--- src/rtl/alu_io_pkg.sv ---
// Shared definitions for the ALU lab board keypad input path: key codes,
// debounce state encoding and BCD helpers.
package alu_io_pkg;

   localparam logic [3:0] KEY_CLEAR = 4'hA;
   localparam logic [3:0] KEY_BACK  = 4'hB;
   localparam logic [3:0] KEY_ENTER = 4'hC;

   localparam int unsigned MAX_DIGITS = 4;

   localparam logic [1:0] StIdle        = 2'd0;
   localparam logic [1:0] StPressWait   = 2'd1;
   localparam logic [1:0] StHeld        = 2'd2;
   localparam logic [1:0] StReleaseWait = 2'd3;

   // Index 0 is the least significant digit.
   typedef logic [MAX_DIGITS-1:0][3:0] bcd_t;

   function automatic logic [13:0] bcd_to_bin(input bcd_t d);
      return 14'(d[3]) * 14'd1000 + 14'(d[2]) * 14'd100 + 14'(d[1]) * 14'd10 + 14'(d[0]);
   endfunction

endpackage

--- src/rtl/operand_entry_if.sv ---
// Keypad-to-display bundle of the operand entry controller.
interface operand_entry_if;

   logic        key_valid;
   logic [3:0]  key_code;
   logic [13:0] operand;
   logic [2:0]  number_of_digits;
   logic [3:0]  digit0;
   logic [3:0]  digit1;
   logic [3:0]  digit2;
   logic [3:0]  digit3;
   logic        operand_valid;
   logic        overflow;

   modport master (
      output key_valid, key_code,
      input  operand, number_of_digits, digit0, digit1, digit2, digit3, operand_valid, overflow
   );

   modport slave (
      input  key_valid, key_code,
      output operand, number_of_digits, digit0, digit1, digit2, digit3, operand_valid, overflow
   );

endinterface

--- src/rtl/key_debouncer.sv ---
// Synchronizes a raw key strobe and code, and emits one accept pulse per
// debounced press.
module key_debouncer
   import alu_io_pkg::*;
#(
   parameter int unsigned DEBOUNCE_CYCLES = 16
) (
   input  logic       clk,
   input  logic       rst_n,
   input  logic       key_valid_i,
   input  logic [3:0] key_code_i,
   output logic       accept_o,
   output logic [3:0] code_o
);

   localparam logic [15:0] CntMax = 16'(DEBOUNCE_CYCLES);

   logic [1:0]  valid_sync_q;
   logic [3:0]  code_s1_q, code_s2_q;
   logic [1:0]  state_q, state_d;
   logic [15:0] cnt_q, cnt_d;
   logic        level;

   assign level  = valid_sync_q[1];
   assign code_o = code_s2_q;

   always_comb begin
      state_d  = state_q;
      cnt_d    = cnt_q;
      accept_o = 1'b0;
      unique case (state_q)
         StIdle: begin
            if (level) begin
               state_d = StPressWait;
               cnt_d   = 16'd1;
            end
         end
         StPressWait: begin
            if (!level) begin
               state_d = StIdle;
               cnt_d   = '0;
            end else if (cnt_q == CntMax) begin
               accept_o = 1'b1;
               state_d  = StHeld;
            end else begin
               cnt_d = cnt_q + 16'd1;
            end
         end
         StHeld: begin
            if (!level) begin
               state_d = StReleaseWait;
               cnt_d   = 16'd1;
            end
         end
         StReleaseWait: begin
            // A bounce back to 1 keeps the key held, so no second accept.
            if (level) begin
               state_d = StHeld;
            end else if (cnt_q == CntMax) begin
               state_d = StIdle;
               cnt_d   = '0;
            end else begin
               cnt_d = cnt_q + 16'd1;
            end
         end
         default: begin
            state_d = StIdle;
            cnt_d   = '0;
         end
      endcase
   end

   always_ff @(posedge clk or negedge rst_n) begin
      if (!rst_n) begin
         valid_sync_q <= '0;
         code_s1_q    <= '0;
         code_s2_q    <= '0;
         state_q      <= StIdle;
         cnt_q        <= '0;
      end else begin
         valid_sync_q <= {valid_sync_q[0], key_valid_i};
         code_s1_q    <= key_code_i;
         code_s2_q    <= code_s1_q;
         state_q      <= state_d;
         cnt_q        <= cnt_d;
      end
   end

endmodule

--- src/rtl/operand_entry.sv ---
// Keypad operand entry: debounced key actions edit a four-digit decimal entry
// presented as BCD digits, a binary operand and a digit count.
module operand_entry
   import alu_io_pkg::*;
#(
   parameter int unsigned DEBOUNCE_CYCLES = 16
) (
   input  logic            clk,
   input  logic            rst_n,
   operand_entry_if.slave  entry_io
);

   logic        accept;
   logic [3:0]  code;
   bcd_t        digit_q, digit_d;
   logic [2:0]  count_q, count_d;
   logic        fresh_q, fresh_d;
   logic [13:0] operand_q;
   logic        valid_q, valid_d;
   logic        ovf_q, ovf_d;

   key_debouncer #(
      .DEBOUNCE_CYCLES(DEBOUNCE_CYCLES)
   ) u_key_debouncer (
      .clk        (clk),
      .rst_n      (rst_n),
      .key_valid_i(entry_io.key_valid),
      .key_code_i (entry_io.key_code),
      .accept_o   (accept),
      .code_o     (code)
   );

   always_comb begin
      digit_d = digit_q;
      count_d = count_q;
      fresh_d = fresh_q;
      valid_d = 1'b0;
      ovf_d   = 1'b0;
      if (accept) begin
         if (code <= 4'd9) begin
            // fresh_q: the last action was enter, so a digit starts a new entry.
            if (fresh_q) begin
               digit_d    = '0;
               digit_d[0] = code;
               count_d    = (code == 4'd0) ? 3'd0 : 3'd1;
               fresh_d    = 1'b0;
            end else if (count_q == 3'(MAX_DIGITS)) begin
               ovf_d = 1'b1;
            end else if (!(count_q == 3'd0 && code == 4'd0)) begin
               digit_d = {digit_q[MAX_DIGITS-2:0], code};
               count_d = count_q + 3'd1;
            end
         end else begin
            case (code)
               KEY_CLEAR: begin
                  digit_d = '0;
                  count_d = 3'd0;
                  fresh_d = 1'b0;
               end
               KEY_BACK: begin
                  if (count_q != 3'd0) begin
                     digit_d = {4'd0, digit_q[MAX_DIGITS-1:1]};
                     count_d = count_q - 3'd1;
                  end
                  fresh_d = 1'b0;
               end
               KEY_ENTER: begin
                  valid_d = 1'b1;
                  fresh_d = 1'b1;
               end
               default: ;
            endcase
         end
      end
   end

   always_ff @(posedge clk or negedge rst_n) begin
      if (!rst_n) begin
         digit_q   <= '0;
         count_q   <= '0;
         fresh_q   <= 1'b0;
         operand_q <= '0;
         valid_q   <= 1'b0;
         ovf_q     <= 1'b0;
      end else begin
         digit_q   <= digit_d;
         count_q   <= count_d;
         fresh_q   <= fresh_d;
         operand_q <= bcd_to_bin(digit_d);
         valid_q   <= valid_d;
         ovf_q     <= ovf_d;
      end
   end

   assign entry_io.operand          = operand_q;
   assign entry_io.number_of_digits = count_q;
   assign entry_io.digit0           = digit_q[0];
   assign entry_io.digit1           = digit_q[1];
   assign entry_io.digit2           = digit_q[2];
   assign entry_io.digit3           = digit_q[3];
   assign entry_io.operand_valid    = valid_q;
   assign entry_io.overflow         = ovf_q;

endmodule

--- src/flat_wrapper.sv ---
// flat-port wrapper written by rule: the top's interface ports become plain ports
module operand_entry_flat import alu_io_pkg::*;
#(
   parameter int unsigned DEBOUNCE_CYCLES = 16
)
  (clk, rst_n, entry_io_key_valid, entry_io_key_code, entry_io_operand, entry_io_number_of_digits, entry_io_digit0, entry_io_digit1, entry_io_digit2, entry_io_digit3, entry_io_operand_valid, entry_io_overflow);
  operand_entry_if entry_io_i ();
  input  logic clk;
  input  logic rst_n;
  input wire logic [$bits(entry_io_i.key_valid)-1:0] entry_io_key_valid;
  input wire logic [$bits(entry_io_i.key_code)-1:0] entry_io_key_code;
  output wire logic [$bits(entry_io_i.operand)-1:0] entry_io_operand;
  output wire logic [$bits(entry_io_i.number_of_digits)-1:0] entry_io_number_of_digits;
  output wire logic [$bits(entry_io_i.digit0)-1:0] entry_io_digit0;
  output wire logic [$bits(entry_io_i.digit1)-1:0] entry_io_digit1;
  output wire logic [$bits(entry_io_i.digit2)-1:0] entry_io_digit2;
  output wire logic [$bits(entry_io_i.digit3)-1:0] entry_io_digit3;
  output wire logic [$bits(entry_io_i.operand_valid)-1:0] entry_io_operand_valid;
  output wire logic [$bits(entry_io_i.overflow)-1:0] entry_io_overflow;
  assign entry_io_i.key_valid = entry_io_key_valid;
  assign entry_io_i.key_code = entry_io_key_code;
  assign entry_io_operand = entry_io_i.operand;
  assign entry_io_number_of_digits = entry_io_i.number_of_digits;
  assign entry_io_digit0 = entry_io_i.digit0;
  assign entry_io_digit1 = entry_io_i.digit1;
  assign entry_io_digit2 = entry_io_i.digit2;
  assign entry_io_digit3 = entry_io_i.digit3;
  assign entry_io_operand_valid = entry_io_i.operand_valid;
  assign entry_io_overflow = entry_io_i.overflow;
  operand_entry #(.DEBOUNCE_CYCLES(DEBOUNCE_CYCLES)) u_core (.clk(clk), .rst_n(rst_n), .entry_io(entry_io_i));
endmodule
--- config.mk ---
export PLATFORM = sky130hd
export DESIGN_NAME = operand_entry_flat
export DESIGN_NICKNAME = d
export VERILOG_FILES = /design/src/rtl/alu_io_pkg.sv /design/src/rtl/operand_entry_if.sv /design/src/rtl/key_debouncer.sv /design/src/rtl/operand_entry.sv /design/src/flat_wrapper.sv
export SDC_FILE = /design/constraint.sdc
export NUM_CORES = 1
export LEC_CHECK = 0
export ABC_CLOCK_PERIOD_IN_PS = 7000
export CORE_MARGIN = 5
export CORE_UTILIZATION = 35
export DETAILED_ROUTE_END_ITERATION = 16
export PLACE_DENSITY_LB_ADDON = 0.12
export SLEW_MARGIN = 20
export SYNTH_ARGS = -nofsm -noshare
export SYNTH_HDL_FRONTEND = slang
export SYNTH_HIERARCHICAL = 1
export SYNTH_SLANG_ARGS = --single-unit
--- constraint.sdc ---
create_clock -name clk -period 7 [get_ports clk]
set_input_delay 2.1 -clock clk [delete_from_list [all_inputs] [get_ports clk]]
set_output_delay 2.1 -clock clk [all_outputs]
set_load 0.01 [all_outputs]
==> results of run 1 <==
==> sequential cells by signal, indices dropped and copies added, names as in the netlist, named ones only <==
name	flops
u_core/entry_io.digit2	4
u_core/u_key_debouncer/state_q	1
u_core/u_key_debouncer/valid_sync_q	2
u_core/entry_io.overflow	1
u_core/entry_io.operand_valid	1
u_core/u_key_debouncer/code_s1_q	4
u_core/fresh_q	1
u_core/u_key_debouncer/code_o	4
u_core/entry_io.operand	13
u_core/entry_io.digit0	3
u_core/u_key_debouncer/cnt_q	16
u_core/entry_io.number_of_digits	3
u_core/entry_io.digit1	4
u_core/entry_io.digit3	4
==> cells in the mapped netlist, types with 3 or more instances <==
master | instances | area share
nor2b_1 | 3 | 0.0040
buf_6 | 7 | 0.017
nor2_1 | 29 | 0.023
or3_1 | 3 | 0.0040
xnor2_1 | 13 | 0.024
buf_4 | 4 | 0.0064
a22oi_1 | 3 | 0.0048
a21o_1 | 7 | 0.011
nor4_1 | 3 | 0.0040
nand2_1 | 31 | 0.025
o211ai_1 | 3 | 0.0048
a32oi_1 | 5 | 0.0093
a22o_2 | 6 | 0.013
nor3_1 | 10 | 0.011
ha_1 | 56 | 0.15
a21oi_1 | 13 | 0.014
dfrtp_1 | 63 | 0.34
inv_1 | 50 | 0.040
and3_1 | 3 | 0.0040
nand3_1 | 9 | 0.0096
xor2_1 | 10 | 0.019
a311oi_1 | 3 | 0.0056
buf_2 | 3 | 0.0032
o22ai_1 | 3 | 0.0040
o21bai_1 | 4 | 0.0064
fa_1 | 17 | 0.073
o21ai_0 | 12 | 0.013
a22o_1 | 18 | 0.034
and2_4 | 3 | 0.0056
==> worst max-delay path: cells and delay by family (launching register included) <==
family          cells  cell delay (ps)
buf+inv             3              470
fa+ha+maj           6             2310
compound gates      5             1100
flops               1              420
xor+xnor            2              520
simple gates        5             1530
==> power by group through the flow <==
| stage | combinational (W) | clock (W) | sequential (W) |
|---|---|---|---|
| final | 0.0000399 | 0.000454 | 0.000378 |
| after global routing | 0.0000453 | 0.000489 | 0.000379 |
| after CTS | 0.0000408 | 0.000473 | 0.000378 |
| after detailed placement | 0.0000406 | 0 | 0.000384 |
| after global placement | 0.0000400 | 0 | 0.000384 |
| after floorplan | 0.0000268 | 0 | 0.000381 |
==> cells by family after synthesis <==
kind of cell | Yosys count
buf+inv | 68
compound gates | 111
fa+ha+maj | 73
mux | 1
xor+xnor | 25
flops | 63
simple gates | 112
==> layer usage <==
layer	GRT usage	part of all wire	vias up
met2	0.234	0.49	58
met3	0.0406	0.035	8
met4	0.0473	0.0099	0
met5	0	0	-
met1	0.186	0.47	1698
li1	-	-	1703
==> cell type report <==
class	instances	area share
multi-input cells	322	0.505
inverters	50	0.0341
clock buffers	10	0.0435
clock inverters	6	0.0109
well taps	176	0.0401
repair buffers	45	0.0792
flip-flops and latches	63	0.287
==> through the flow <==
stage | instance area (sq um) | worst slack [ps] | utilization | total power [W]
CTS | 5500 | 488 | 0.417 | 0.000891
global route | 5500 | 144 | 0.417 | 0.000913
floorplan | 4690 | 844 | - | 0.000408
detailed placement | 5200 | 523 | 0.394 | 0.000425
global placement | 5200 | 696 | 0.394 | 0.000424
finish | 5500 | 530 | 0.417 | 0.000872
==> path summary, 6_finish.rpt <==
kind	start	endpoint	slack (ps)	cells past startpoint
setup / recovery	u_core/u_key_debouncer/cnt_q[8]$_DFFE_PN0P_	u_core/entry_io.operand[13]$_DFF_PN0_	530	21
max in group asynchronous	rst_n	u_core/u_key_debouncer/code_o[1]$_DFF_PN0_	4500	2
setup reg to reg	u_core/u_key_debouncer/cnt_q[8]$_DFFE_PN0P_	u_core/entry_io.operand[13]$_DFF_PN0_	530	21
min in group asynchronous	rst_n	u_core/entry_io.operand[10]$_DFF_PN0_	1950	2
hold / removal	u_core/u_key_debouncer/code_s1_q[3]$_DFF_PN0_	u_core/u_key_debouncer/code_o[3]$_DFF_PN0_	350	0
hold reg to reg	u_core/u_key_debouncer/code_s1_q[3]$_DFF_PN0_	u_core/u_key_debouncer/code_o[3]$_DFF_PN0_	350	0
==> flow_summary.yaml, run 1 <==
synth:
  synth_edf_count: 0
  synth_xor_area_frac: 0.0512
  synthAdderAreaFrac: 0.222
  ys_seq_elements: 63
  syn_nets: 533
  ys_async_sr_fraction: 1.00
  synthCells: 453
  synth_flop_cell: "dfrtp_1"
  synth_top_family_by_area: "adder cells"
  yosys.cell_types.count: 73
  ys_seq_area_frac: 0.336
  synth-simple-area-share: 0.131
  synth_compound_area_frac: 0.185
  syn_area_sq_mm: 0.00469
  synth.avg_cell_area_sq_um: 10.4
  yosysWarnings: 6
  synthMuxAreaShare: 0.00240
timing:
  setup_violations: 0
  fmax_ghz: 0.155
  whs_ps: 345
  tightest_slew_ps: 833
  final.period_utilization: 0.924
  clock_skew_ps: 10.5
  rsz0062_at_grt: "false"
  hold_violations: 0
  layout_min_cycle_time_ps: 6470
  slew_viol_final: 0
  finalSetupTns_ps: 0
  slew_headroom: 0.445
placement:
  io_buffer_count: 41
  dp.cells: 656
  place_hpwl_um: 7980
  gp_congestion: 0.824
worst_hold_path:
  hold_path_class: "reg -> reg"
setup_path:
  crit_path_max_incr_delay_ps: 570
  critPathMostFrequentCell: "ha_1"
  crit_slowest_cell: "or4_4"
  critPathLaunchType: "flop"
  critical_path_arrival_ps: 6690
  path_cells: "or4_4 -> nand4b_4 -> nor3_2 -> buf_4 -> and3_2 -> a22o_1 -> inv_1 -> fa_1 -> fa_1 -> inv_1 -> ha_1 -> a21o_1 -> a21oi_1 -> xnor2_1 -> ha_1 -> ha_1 -> ha_1 -> nand2_1 -> o22ai_1 -> o41ai_2 -> xnor3_1"
  endpoint_kind: "flop"
  cp.required_ps: 7220
  cp_max_fo: 19
  path_class: "reg -> reg"
global_route:
  grt_max_degree: 64
  grt_antenna_before_repair: 0
  overflow: 0
  gr-usage-all-layers: 0.144
  grt_pass1_vias: 3557
  grt_pass1_wl_um: 18400
power:
  p_int_w: 0.000667
  combinationalPowerShare: 0.046
  power.density_mw_per_mm2: 159
  ir_drop_uv: 99.1
  p_leak_nw: 2.70
  p_sw_frac: 0.235
  p_switching_w: 0.000205
  power.share.clock: 0.521
  seq_power_share: 0.433
floorplan:
  die_h_um: 126
  die_w_um: 126
  placementRows: 42
  core_area_sq_mm: 0.0132
  die_area_sq_mm: 0.0158
  ios: 42
  start_util: 0.356
clock_network:
  clockRootBuffer: "clkbuf_16"
  htreeDepth: 3
  cts_buffers: 9
  cts.sinks: 63
  cts_hold_buf: 0
  cts_setup_buffers: 0
  clk_latency_ps: 340
  cts_tree: "built"
  clkTransAtPathRegs_ps: 60
  clk_path_buf_depth: 2
  ctsResizeCount: 0
final_layout:
  final_nets: 571
  stdcell_count: 672
  layout_commonest_cell: "dfrtp_1"
  nFillCells: 1290
  n_antenna_cell: 0
  multi_input_area_sq_mm: 0.00278
  mostFrequentLayoutCells: "dfrtp_1 (63), ha_1 (56), inv_1 (50)"
  seq_area_sq_mm: 0.00158
  final_layout_size_suffix_gt1_frac: 0.0988
  syn_to_final_growth_pct: 17.2
routing:
  drc: 0
  via_count: 3467
  first_pass_iters: 4
  wire_per_inst_um: 16.0
  antenna_left: 0
  drt_wl_total_um: 10700
  drtIter0Drc: 247
  routed_via_density: 5.16
flow_run:
  max_cap_violations: 0
run_status:
  status: "finished, final reports clean"
Note: power is estimated with default switching activity, not from simulation.
==> inputs of run 2 (changes only) <==
Settings changed: CORE_ASPECT_RATIO from default to 1.75.
==> run 2 against run 1 <==
  * Critical endpoint unchanged
  * Sequential cell count stayed put
  * Register-to-register slack better by 20 ps
  * Critical path type unchanged
  * Power fell by 0.46%
==> flow_summary.yaml, run 2 (synthesis results as in run 1) <==
run_status:
  status: "finished, final reports clean"
routing:
  drc: 0
  wire_per_inst_um: 17.6
  drtIter0Drc: 217
  antenna_left: 0
  drt_wl_total_um: 11800
  routed_via_density: 5.30
  via_count: 3549
  first_pass_iters: 4
clock_network:
  clk_latency_ps: 320
  clk_path_buf_depth: 2
  ctsResizeCount: 0
  cts_hold_buf: 0
  cts_tree: "built"
  cts_buffers: 9
  cts.sinks: 63
  htreeDepth: 3
  clockRootBuffer: "clkbuf_16"
  cts_setup_buffers: 0
  clkTransAtPathRegs_ps: 50
timing:
  rsz0062_at_grt: "false"
  setup_violations: 0
  finalSetupTns_ps: 0
  slew_headroom: 0.449
  hold_violations: 0
  tightest_slew_ps: 826
  final.period_utilization: 0.921
  slew_viol_final: 0
  layout_min_cycle_time_ps: 6450
  fmax_ghz: 0.155
  clock_skew_ps: 5.23
final_layout:
  top_register: "u_core/u_key_debouncer/cnt_q"
  n_antenna_cell: 0
  syn_to_final_growth_pct: 17.2
  fin_area_sq_mm: 0.00550
  layout_commonest_cell: "dfrtp_1"
  final_nets: 571
  mostFrequentLayoutCells: "dfrtp_1 (63), ha_1 (56), inv_1 (50)"
  final_layout_size_suffix_gt1_frac: 0.0949
  largest_reg_flops: 16
worst_hold_path:
  hold_path_class: "reg -> reg"
global_route:
  overflow: 0
  grt_pass1_vias: 3840
  grt_max_degree: 64
  grt_pass1_wl_um: 19200
  gr-usage-all-layers: 0.153
  grt_antenna_before_repair: 0
floorplan:
  placementRows: 56
  die_area_sq_mm: 0.0159
  ios: 42
  start_util: 0.352
  core_area_sq_mm: 0.0133
  die_h_um: 163
  die_w_um: 97.5
power:
  p_int_w: 0.000676
  power.share.clock: 0.517
  p_sw_frac: 0.221
  p_switching_w: 0.000192
  p_leak_nw: 2.70
  ir_drop_uv: 114
  power.density_mw_per_mm2: 158
  combinationalPowerShare: 0.047
  seq_power_share: 0.436
setup_path:
  critical_path_arrival_ps: 6650
  cp_max_fo: 11
  cp.required_ps: 7200
  endpoint_kind: "flop"
  path_class: "reg -> reg"
  critPathLaunchType: "flop"
placement:
  io_buffer_count: 41
  place_hpwl_um: 9110
  placed_cell_area_sq_mm: 0.00520
  gp_congestion: 0.843
flow_run:
  max_cap_violations: 0
run 2: path summary, 6_finish.rpt:
| check | start | to | slack (ps) | cells after the start |
|---|---|---|---|---|
| worst max-delay path | u_core/u_key_debouncer/cnt_q[8]$_DFFE_PN0P_ | u_core/entry_io.operand[13]$_DFF_PN0_ | 550 | 20 |
| worst min-delay path | u_core/u_key_debouncer/code_s1_q[2]$_DFF_PN0_ | u_core/u_key_debouncer/code_o[2]$_DFF_PN0_ | 350 | 0 |
| worst max register to register | u_core/u_key_debouncer/cnt_q[8]$_DFFE_PN0P_ | u_core/entry_io.operand[13]$_DFF_PN0_ | 550 | 20 |
| worst min register to register | u_core/u_key_debouncer/code_s1_q[2]$_DFF_PN0_ | u_core/u_key_debouncer/code_o[2]$_DFF_PN0_ | 350 | 0 |
| max in group asynchronous | rst_n | async pin | 4490 | 2 |
| min in group asynchronous | rst_n | u_core/u_key_debouncer/cnt_q[15]$_DFFE_PN0P_ | 1950 | 2 |
run 2: worst max-delay path, cell delays in order (launching register included):
cell	delay, ps
dfrtp_1	420
or4_4	570
nand4b_4	280
nor3_2	270
o311ai_1	160
or2_1	280
a22oi_1	410
inv_1	200
ha_1	340
ha_1	300
ha_1	240
fa_1	500
fa_1	500
ha_1	300
ha_1	340
o21a_1	130
o31a_1	110
o21ai_1	170
o22ai_1	140
o41ai_2	280
xnor3_1	370
run 2: metal layers:
layer / share of wire / vias up / wire length (um) / GRT usage
li1: - / 1690 / - / -
met1: 0.36 / 1789 / 4270 / 0.154
met2: 0.59 / 60 / 7010 / 0.301
met3: 0.021 / 10 / 246 / 0.0286
met4: 0.022 / 0 / 265 / 0.0681
met5: 0 / - / 0 / 0
run 2: through the flow:
step                       util  hold WS [ps]  setup slack [ps]  cells  total power, W
after floorplan               -           331               844    453        0.000408
after detailed placement  0.390           340               503    654        0.000425
after global routing      0.413           372              42.4    669        0.000904
after CTS                 0.413           359               463    669        0.000886
final                     0.413           354               550    669        0.000868
after global placement    0.390           333               613    654        0.000425
run 2: area by class of cell:
class | count | area, sq um
clock inverter | 3 | 42.5
multi-input combinational | 322 | 2780
timing repair buffer | 45 | 435
fill | 1299 | 7820
clock buffer | 12 | 256
sequential | 63 | 1580
inverter | 50 | 188
tap | 174 | 218
run 2: power by group through the flow:
| stage | Clock (W) | Sequential [W] | Combinational (W) |
|---|---|---|---|
| 2_1_floorplan | 0 | 0.000381 | 0.0000268 |
| 3_3_place_gp | 0 | 0.000385 | 0.0000402 |
| 3_5_place_dp | 0 | 0.000385 | 0.0000407 |
| 4_1_cts | 0.000466 | 0.000378 | 0.0000410 |
| 5_1_grt | 0.000479 | 0.000379 | 0.0000459 |
| 6_report | 0.000449 | 0.000379 | 0.0000404 |
